`config.mk`:
```
export PLATFORM = sky130hd
export DESIGN_NAME = fetch_unit
export DESIGN_NICKNAME = d
export VERILOG_FILES = /design/src/rtl/fetch_unit.sv
export SDC_FILE = /design/constraint.sdc
export NUM_CORES = 1
export LEC_CHECK = 0
export CORE_MARGIN = 2
export CORE_UTILIZATION = 44
export CTS_CLUSTER_DIAMETER = 80
export CTS_CLUSTER_SIZE = 20
export DETAILED_ROUTE_END_ITERATION = 8
export DONT_BUFFER_PORTS = 1
export PLACE_DENSITY_LB_ADDON = 0.15
export RECOVER_POWER = 25
export SKIP_LAST_GASP = 1
export SYNTH_ARGS = -nofsm -noshare
export SYNTH_HDL_FRONTEND = slang
export SYNTH_SLANG_ARGS = --single-unit
```
`constraint.sdc`:
```
create_clock -name clk -period 4.2 [get_ports clk]
set_input_delay 0.63 -clock clk [delete_from_list [all_inputs] [get_ports clk]]
set_output_delay 0.63 -clock clk [all_outputs]
set_load 0.02 [all_outputs]
```
`src/rtl/fetch_unit.sv`:
```
// RV32I instruction fetch stage: owns the PC, issues word reads to instruction memory,
// buffers returned words in a small FIFO and presents {pc, instr} to decode.
// A redirect restarts fetch at a new target and squashes everything still in flight.
module fetch_unit #(
  parameter logic [31:0] RESET_PC = 32'h0000_0000,
  parameter int unsigned DEPTH    = 2
) (
  input  logic        clk,
  input  logic        rst_n,
  input  logic        redirect_valid,
  input  logic [31:0] redirect_pc,
  output logic        imem_req_valid,
  input  logic        imem_req_ready,
  output logic [31:0] imem_req_addr,
  input  logic        imem_rsp_valid,
  input  logic [31:0] imem_rsp_data,
  output logic        if_valid,
  input  logic        if_ready,
  output logic [31:0] if_instr,
  output logic [31:0] if_pc
);

  localparam int unsigned PW  = $clog2(DEPTH);
  localparam int unsigned CW  = PW + 1;
  localparam logic [31:0] NOP = 32'h0000_0013;

  logic [31:0]   pc_q;
  logic [31:0]   out_pc;
  logic [31:0]   redir_pc;
  logic [CW-1:0] inflight;
  logic [CW-1:0] drop_cnt;
  logic [CW-1:0] count;
  logic [PW-1:0] wr_ptr;
  logic [PW-1:0] rd_ptr;
  logic [31:0]   fifo_mem [DEPTH];
  logic [CW:0]   occupancy;
  logic          issue;
  logic          rsp_keep;
  logic          pop;

  // Low two bits of the redirect target are meaningless for word fetch
  assign redir_pc = redirect_pc & 32'hFFFF_FFFC;

  // Credit: a request may only go out if its response is guaranteed a FIFO slot
  assign occupancy      = {1'b0, inflight} + {1'b0, count};
  assign imem_req_valid = rst_n && !redirect_valid && (occupancy < (CW+1)'(DEPTH));
  assign imem_req_addr  = pc_q;
  assign issue          = imem_req_valid && imem_req_ready;

  // Responses owed to a squashed path are discarded; so is anything arriving during a flush
  assign rsp_keep = imem_rsp_valid && (drop_cnt == '0) && !redirect_valid;

  assign if_valid = (count != '0);
  assign pop      = if_valid && if_ready && !redirect_valid;
  assign if_instr = if_valid ? fifo_mem[rd_ptr] : NOP;
  assign if_pc    = out_pc;

  // Fetch PC: redirect wins, otherwise advance on every accepted request
  always_ff @(posedge clk or negedge rst_n) begin
    if (!rst_n) begin
      pc_q <= RESET_PC;
    end else if (redirect_valid) begin
      pc_q <= redir_pc;
    end else if (issue) begin
      pc_q <= pc_q + 32'd4;
    end
  end

  // PC of the FIFO head, advances as decode consumes instructions
  always_ff @(posedge clk or negedge rst_n) begin
    if (!rst_n) begin
      out_pc <= RESET_PC;
    end else if (redirect_valid) begin
      out_pc <= redir_pc;
    end else if (pop) begin
      out_pc <= out_pc + 32'd4;
    end
  end

  // Outstanding memory reads; no request issues during a redirect so one expression covers both
  always_ff @(posedge clk or negedge rst_n) begin
    if (!rst_n) begin
      inflight <= '0;
    end else begin
      inflight <= inflight + CW'(issue) - CW'(imem_rsp_valid);
    end
  end

  // Stale-response counter: on redirect every read still outstanding after this cycle is stale
  always_ff @(posedge clk or negedge rst_n) begin
    if (!rst_n) begin
      drop_cnt <= '0;
    end else if (redirect_valid) begin
      drop_cnt <= inflight - CW'(imem_rsp_valid);
    end else if (imem_rsp_valid && (drop_cnt != '0)) begin
      drop_cnt <= drop_cnt - CW'(1);
    end
  end

  // FIFO pointers and occupancy, cleared by a redirect flush
  always_ff @(posedge clk or negedge rst_n) begin
    if (!rst_n) begin
      wr_ptr <= '0;
      rd_ptr <= '0;
      count  <= '0;
    end else if (redirect_valid) begin
      wr_ptr <= '0;
      rd_ptr <= '0;
      count  <= '0;
    end else begin
      if (rsp_keep) begin
        wr_ptr <= wr_ptr + PW'(1);
      end
      if (pop) begin
        rd_ptr <= rd_ptr + PW'(1);
      end
      count <= count + CW'(rsp_keep) - CW'(pop);
    end
  end

  // FIFO storage; contents are only observed when count says they are valid
  always_ff @(posedge clk) begin
    if (rsp_keep) begin
      fifo_mem[wr_ptr] <= imem_rsp_data;
    end
  end

endmodule
```
== Word level (Yosys, flattened, before mapping) ==
Memories as Yosys holds them, arrays and structs flattened.
Cells that the tools add are included.
Cells by class
  add/sub/neg operators: 11
  order comparisons: 1
  mux-type cells: 14
  reductions and logical operators: 16
Operators by type and width (count)
  $mux W32: 5
  $add A32 B3 Y32 const B: 2
  $reduce_bool A2 Y1: 6
  $logic_and A1 B1 Y1: 8
  $mux W1: 6
  $mux W2: 3
  $sub A2 B1 Y2: 3
  $add A2 B1 Y2: 2
  $add A2 B2 Y3: 1
  $lt A3 B2 Y1 const B: 1
  $add A1 B1 Y1 const B: 2
  $logic_not A2 Y1: 1
  $sub A2 B1 Y2 const B: 1
  $logic_not A1 Y1: 1
Word-level totals
  register bits: 72
  bits in writable memories: 64
  input port bits: 70
  output and inout port bits: 98
  logic and storage cells: 50
  memories kept: 1
Memories
  fifo_mem: words 2, bits a word 32, rd ports 1, clocked after Yosys merged registers in 0, write ports 1, RTL line 35  | logic [31:0] fifo_mem [DEPTH];

== Longest topological paths before layout ==
  depth in word-level cells: 6
  mapped depth: 11
  mapped depth without buffers: 10

== Worst setup path after synthesis ==
No wires, ideal clock.
  kind: in2reg
  start point: in redirect_valid
  end point: mem fifo_mem[0][0], enable pin
  library setup time: 421 ps
  arrival time: 3096 ps
  data required time: 3779 ps
  slack: 683 ps
  cell stages on the path: 6
  buffers on the path: 3
  cell sequence: clkbuf_1 inv_1 clkbuf_1 buf_1 nand3_1 nor2_1
On the way
  cells in the longest elaborated chain, start to end: 4
RTL lines
  start, declared: RTL line 10  | input logic redirect_valid,
  $logic_not A1 Y1: RTL line 51  | assign rsp_keep = imem_rsp_valid && (drop_cnt == '0) && !redirect_valid;
  $logic_and A1 B1 Y1: RTL line 51
  $mux W1: RTL line 123  | if (rsp_keep) begin
  $mux W1 (not written as such): RTL line 124  | fifo_mem[wr_ptr] <= imem_rsp_data;
  end, declared: RTL line 35
Every way passes these cells.

== Final worst setup path ==
  start point: reg count[0]
  end point: reg pc_q[16] (netlist: imem_req_addr[16])
On the way
  cells in the longest elaborated chain, start to end: 5
RTL lines
  start, declared: RTL line 32  | logic [CW-1:0] count;
  start signal, assigned: RTL line 117  | count <= count + CW'(rsp_keep) - CW'(pop);
  $add A2 B2 Y3: RTL line 45  | assign occupancy = {1'b0, inflight} + {1'b0, count};
  $lt A3 B2 Y1: RTL line 46  | assign imem_req_valid = rst_n && !redirect_valid && (occupancy < (CW+1)'(DEPTH));
  $logic_and A1 B1 Y1: RTL line 46
  $logic_and A1 B1 Y1: RTL line 48  | assign issue = imem_req_valid && imem_req_ready;
  $reduce_bool A2 Y1 (no line)
  end signal, assigned: RTL line 63  | pc_q <= redir_pc;
  end signal, assigned: RTL line 65  | pc_q <= pc_q + 32'd4;
  end, declared: RTL line 27  | logic [31:0] pc_q;
Every way passes these cells.
A chain may end at the register's enable or synchronous reset.

==> flow_summary.toml <==
[status]
status = "completed"

[placed_design]
dp_hpwl_um = 10300
routabilityCongestion = 0.801
portBuffers = 0
pre_cts_ws_ns = 1.09
dp.cells = 719

[floorplanning]
core-area_mm2 = 0.0144
die_y_um = 125
num_rows = 44
ioPinCount = 168
initial_core_util = 0.445
die-area_mm2 = 0.0155
fp.dieW_um = 125

[route]
viasPerCell = 5.50
drt-wirelength-per-cell_um = 19.4
ant_nets = 0
drt-total-wl_um = 14600
drt_pre_antenna_iters = 4
remaining_drc_errors = 0
vias = 4135
drtIter0Drc = 183

[sta]
fin_tns_setup_ns = 0
period_minus_slack_ns = 3.14
worst_pin_slew_ns = 0.980
fmax_mhz = 319
setup_ws_ns = 1.06
slew_viol_final = 0
setup_violations = 0
period_share = 0.747
finalHoldViolations = 0
max_slew_margin = 0.347
skew_ns = 0.00927
rsz0062_at_grt = "false"

[critical_path]
cp_max_fo = 6
crit_path_start_kind = "flop"
cpMaxStageDelayCell = "or4_1"
critPathRequiredTime_ns = 4.50
slowest_delay_ns = 0.70
critical_path_class = "flop to flop"
worstPathArrival_ns = 3.43
crit_chain = "and2_1 -> fa_1 -> or4b_1 -> or4_1 -> nor2_1 -> xor2_1 -> mux2_2"
endpoint_kind = "flop"

[finish]
fin_nets = 634
fillers = 1293
final_util = 0.496
syn2layout_area_growth_pct = 11.4
final_cell_mix = "67 x dfrtp_1, 64 x edfxtp_1, 56 x nor2_1, 45 x nand2_1, 37 x mux2i_1"
final_layout_size_suffix_gt1_frac = 0.127
layout_commonest_cell = "dfrtp_1"
num_antenna_cells = 0
instances_no_fill = 752

[flow_run]
drv_cap = 0

[synthesis]
synthArstFlopShare = 0.515
synth-seq-area-share = 0.567
syn_area_mm2 = 0.00639
synth_edf_count = 64
syn_inst = 556
synth_cell_type_count = 52
ys_ff_latch = 132
syn_area_per_cell_um2 = 11.5
synth_flop_cell = "dfrtp_1"
synth_warnings = 0

[global_route]
grt_pass1_wl_um = 23300
grt_max_degree = 69
grt-ovfl-total = 0
grt_usage = 0.195
grt_pass1_vias = 4186
antenna_found_initial = 0

[clock_network]
clock-sinks = 132
cts-root-buf = "clkbuf_16"
path_clk_slew_ns = 0.06
htreeDepth = 4
cts_made_buffers = 17
worstSkewPairLatency_ns = 0.42
clk_path_buf_depth = 2
cts_tree = "done"

[power_and_ir_drop]
power.density_mw_per_mm2 = 534
peakVddDrop_mv = 0.312
p_leak_nw = 2.60

[worst_hold_path]
hold_class = "input pin to async pin"
-- flip-flops by register name (all words and copies together) (netlist names) --
signal         cells
wr_ptr             1
inflight           2
if_pc             30
drop_cnt           2
rd_ptr             1
fifo_mem          64
imem_req_addr     30
count              2
-- critical path: cells and delay by family (launching register included) --
family | cells | cell delay [ns]
XOR/XNOR | 1 | 0.11
flip-flops | 1 | 0.43
adder cells (fa/ha/maj) | 1 | 0.41
AND/OR/NAND/NOR | 4 | 1.80
multiplexers | 1 | 0.28
-- area by class of cell --
class,instances,area (um^2),area share
well taps,184,230,0.0323
multi-input cells,377,2570,0.361
inverters,23,86.3,0.0121
flip-flops and latches,132,3620,0.509
clock inverters,14,131,0.0184
repair buffers,4,50.0,0.00703
clock buffers,18,429,0.0603
-- timing repair --
item / CTS / global route
setup buffers: 0 / 0
hold buffers: 1 / 0
gates resized for setup: 0 / 0
hold endpoints to repair: 68 / 0
setup endpoints to repair: 0 / 0
-- where the power goes --
group	switching, W	total [W]	internal (W)
clock network	0.000563	0.00138	0.000818
logic	0.000408	0.000646	0.000238
registers	0.000273	0.00178	0.00151
-- layer usage --
layer | GRT usage | vias to the layer above | routed length [um]
met5 | 0 | - | 0
met4 | 0.0668 | 0 | 213
met3 | 0.0902 | 16 | 1370
met2 | 0.326 | 130 | 7190
met1 | 0.221 | 2018 | 5840
li1 | - | 1971 | -
-- cells in the mapped netlist, drive strengths merged, types with 15 or more instances --
master	n	area (um^2)
o21ai	16	80.1
nand4	17	113
nor3	15	75.1
nor2	59	221
mux2	23	259
inv	23	86.3
nand2	45	169
xor2	23	201
dfrtp	68	1700
xnor2	31	272
nand3	27	135
clkbuf	18	67.6
edfxtp	64	1920
mux2i	37	370
-- worst paths after layout --
kind	depth (start not counted)	from	slack, ns	to
worst max-delay path	7	count[0]$_DFF_PN0_	1.06	imem_req_addr[16]$_DFFE_PN0P_
min in group clk	1	redirect_valid	0.28	rd_ptr$_DFFE_PN0N_
worst max register to register	7	count[0]$_DFF_PN0_	1.06	imem_req_addr[16]$_DFFE_PN0P_
max in group asynchronous	1	rst_n	3.80	if_pc[15]$_DFFE_PN0N_
worst min register to register	1	inflight[0]$_DFF_PN0_	0.53	inflight[0]$_DFF_PN0_
worst min-delay path	1	rst_n	0.08	if_pc[30]$_DFFE_PN0N_
-- stage by stage --
stage / hold slack [ns] / cell area (um^2) / total power (W)
6_report: 0.0751 / 7120 / 0.00381
3_3_place_gp: 0.337 / 6530 / 0.00243
3_5_place_dp: 0.336 / 6530 / 0.00245
5_1_grt: 0.112 / 7120 / 0.00400
4_1_cts: 0.0981 / 7120 / 0.00386
2_1_floorplan: 0.334 / 6400 / 0.00229
-- cells by family (layout without fill, tap and decap cells) --
logic type               Yosys count  after routing  synth area share
other                              1              4          0.000587
buffers and inverters             50             59            0.0354
flip-flops                       132            132             0.567
multiplexers                      60             60            0.0985
AO/OA/AOI/OAI                     45             45            0.0444
AND/OR/NAND/NOR                  205            205             0.161
XOR/XNOR                          54             54            0.0740
adder cells (fa/ha/maj)            9              9            0.0188
Note: power is estimated with default switching activity, not from simulation.
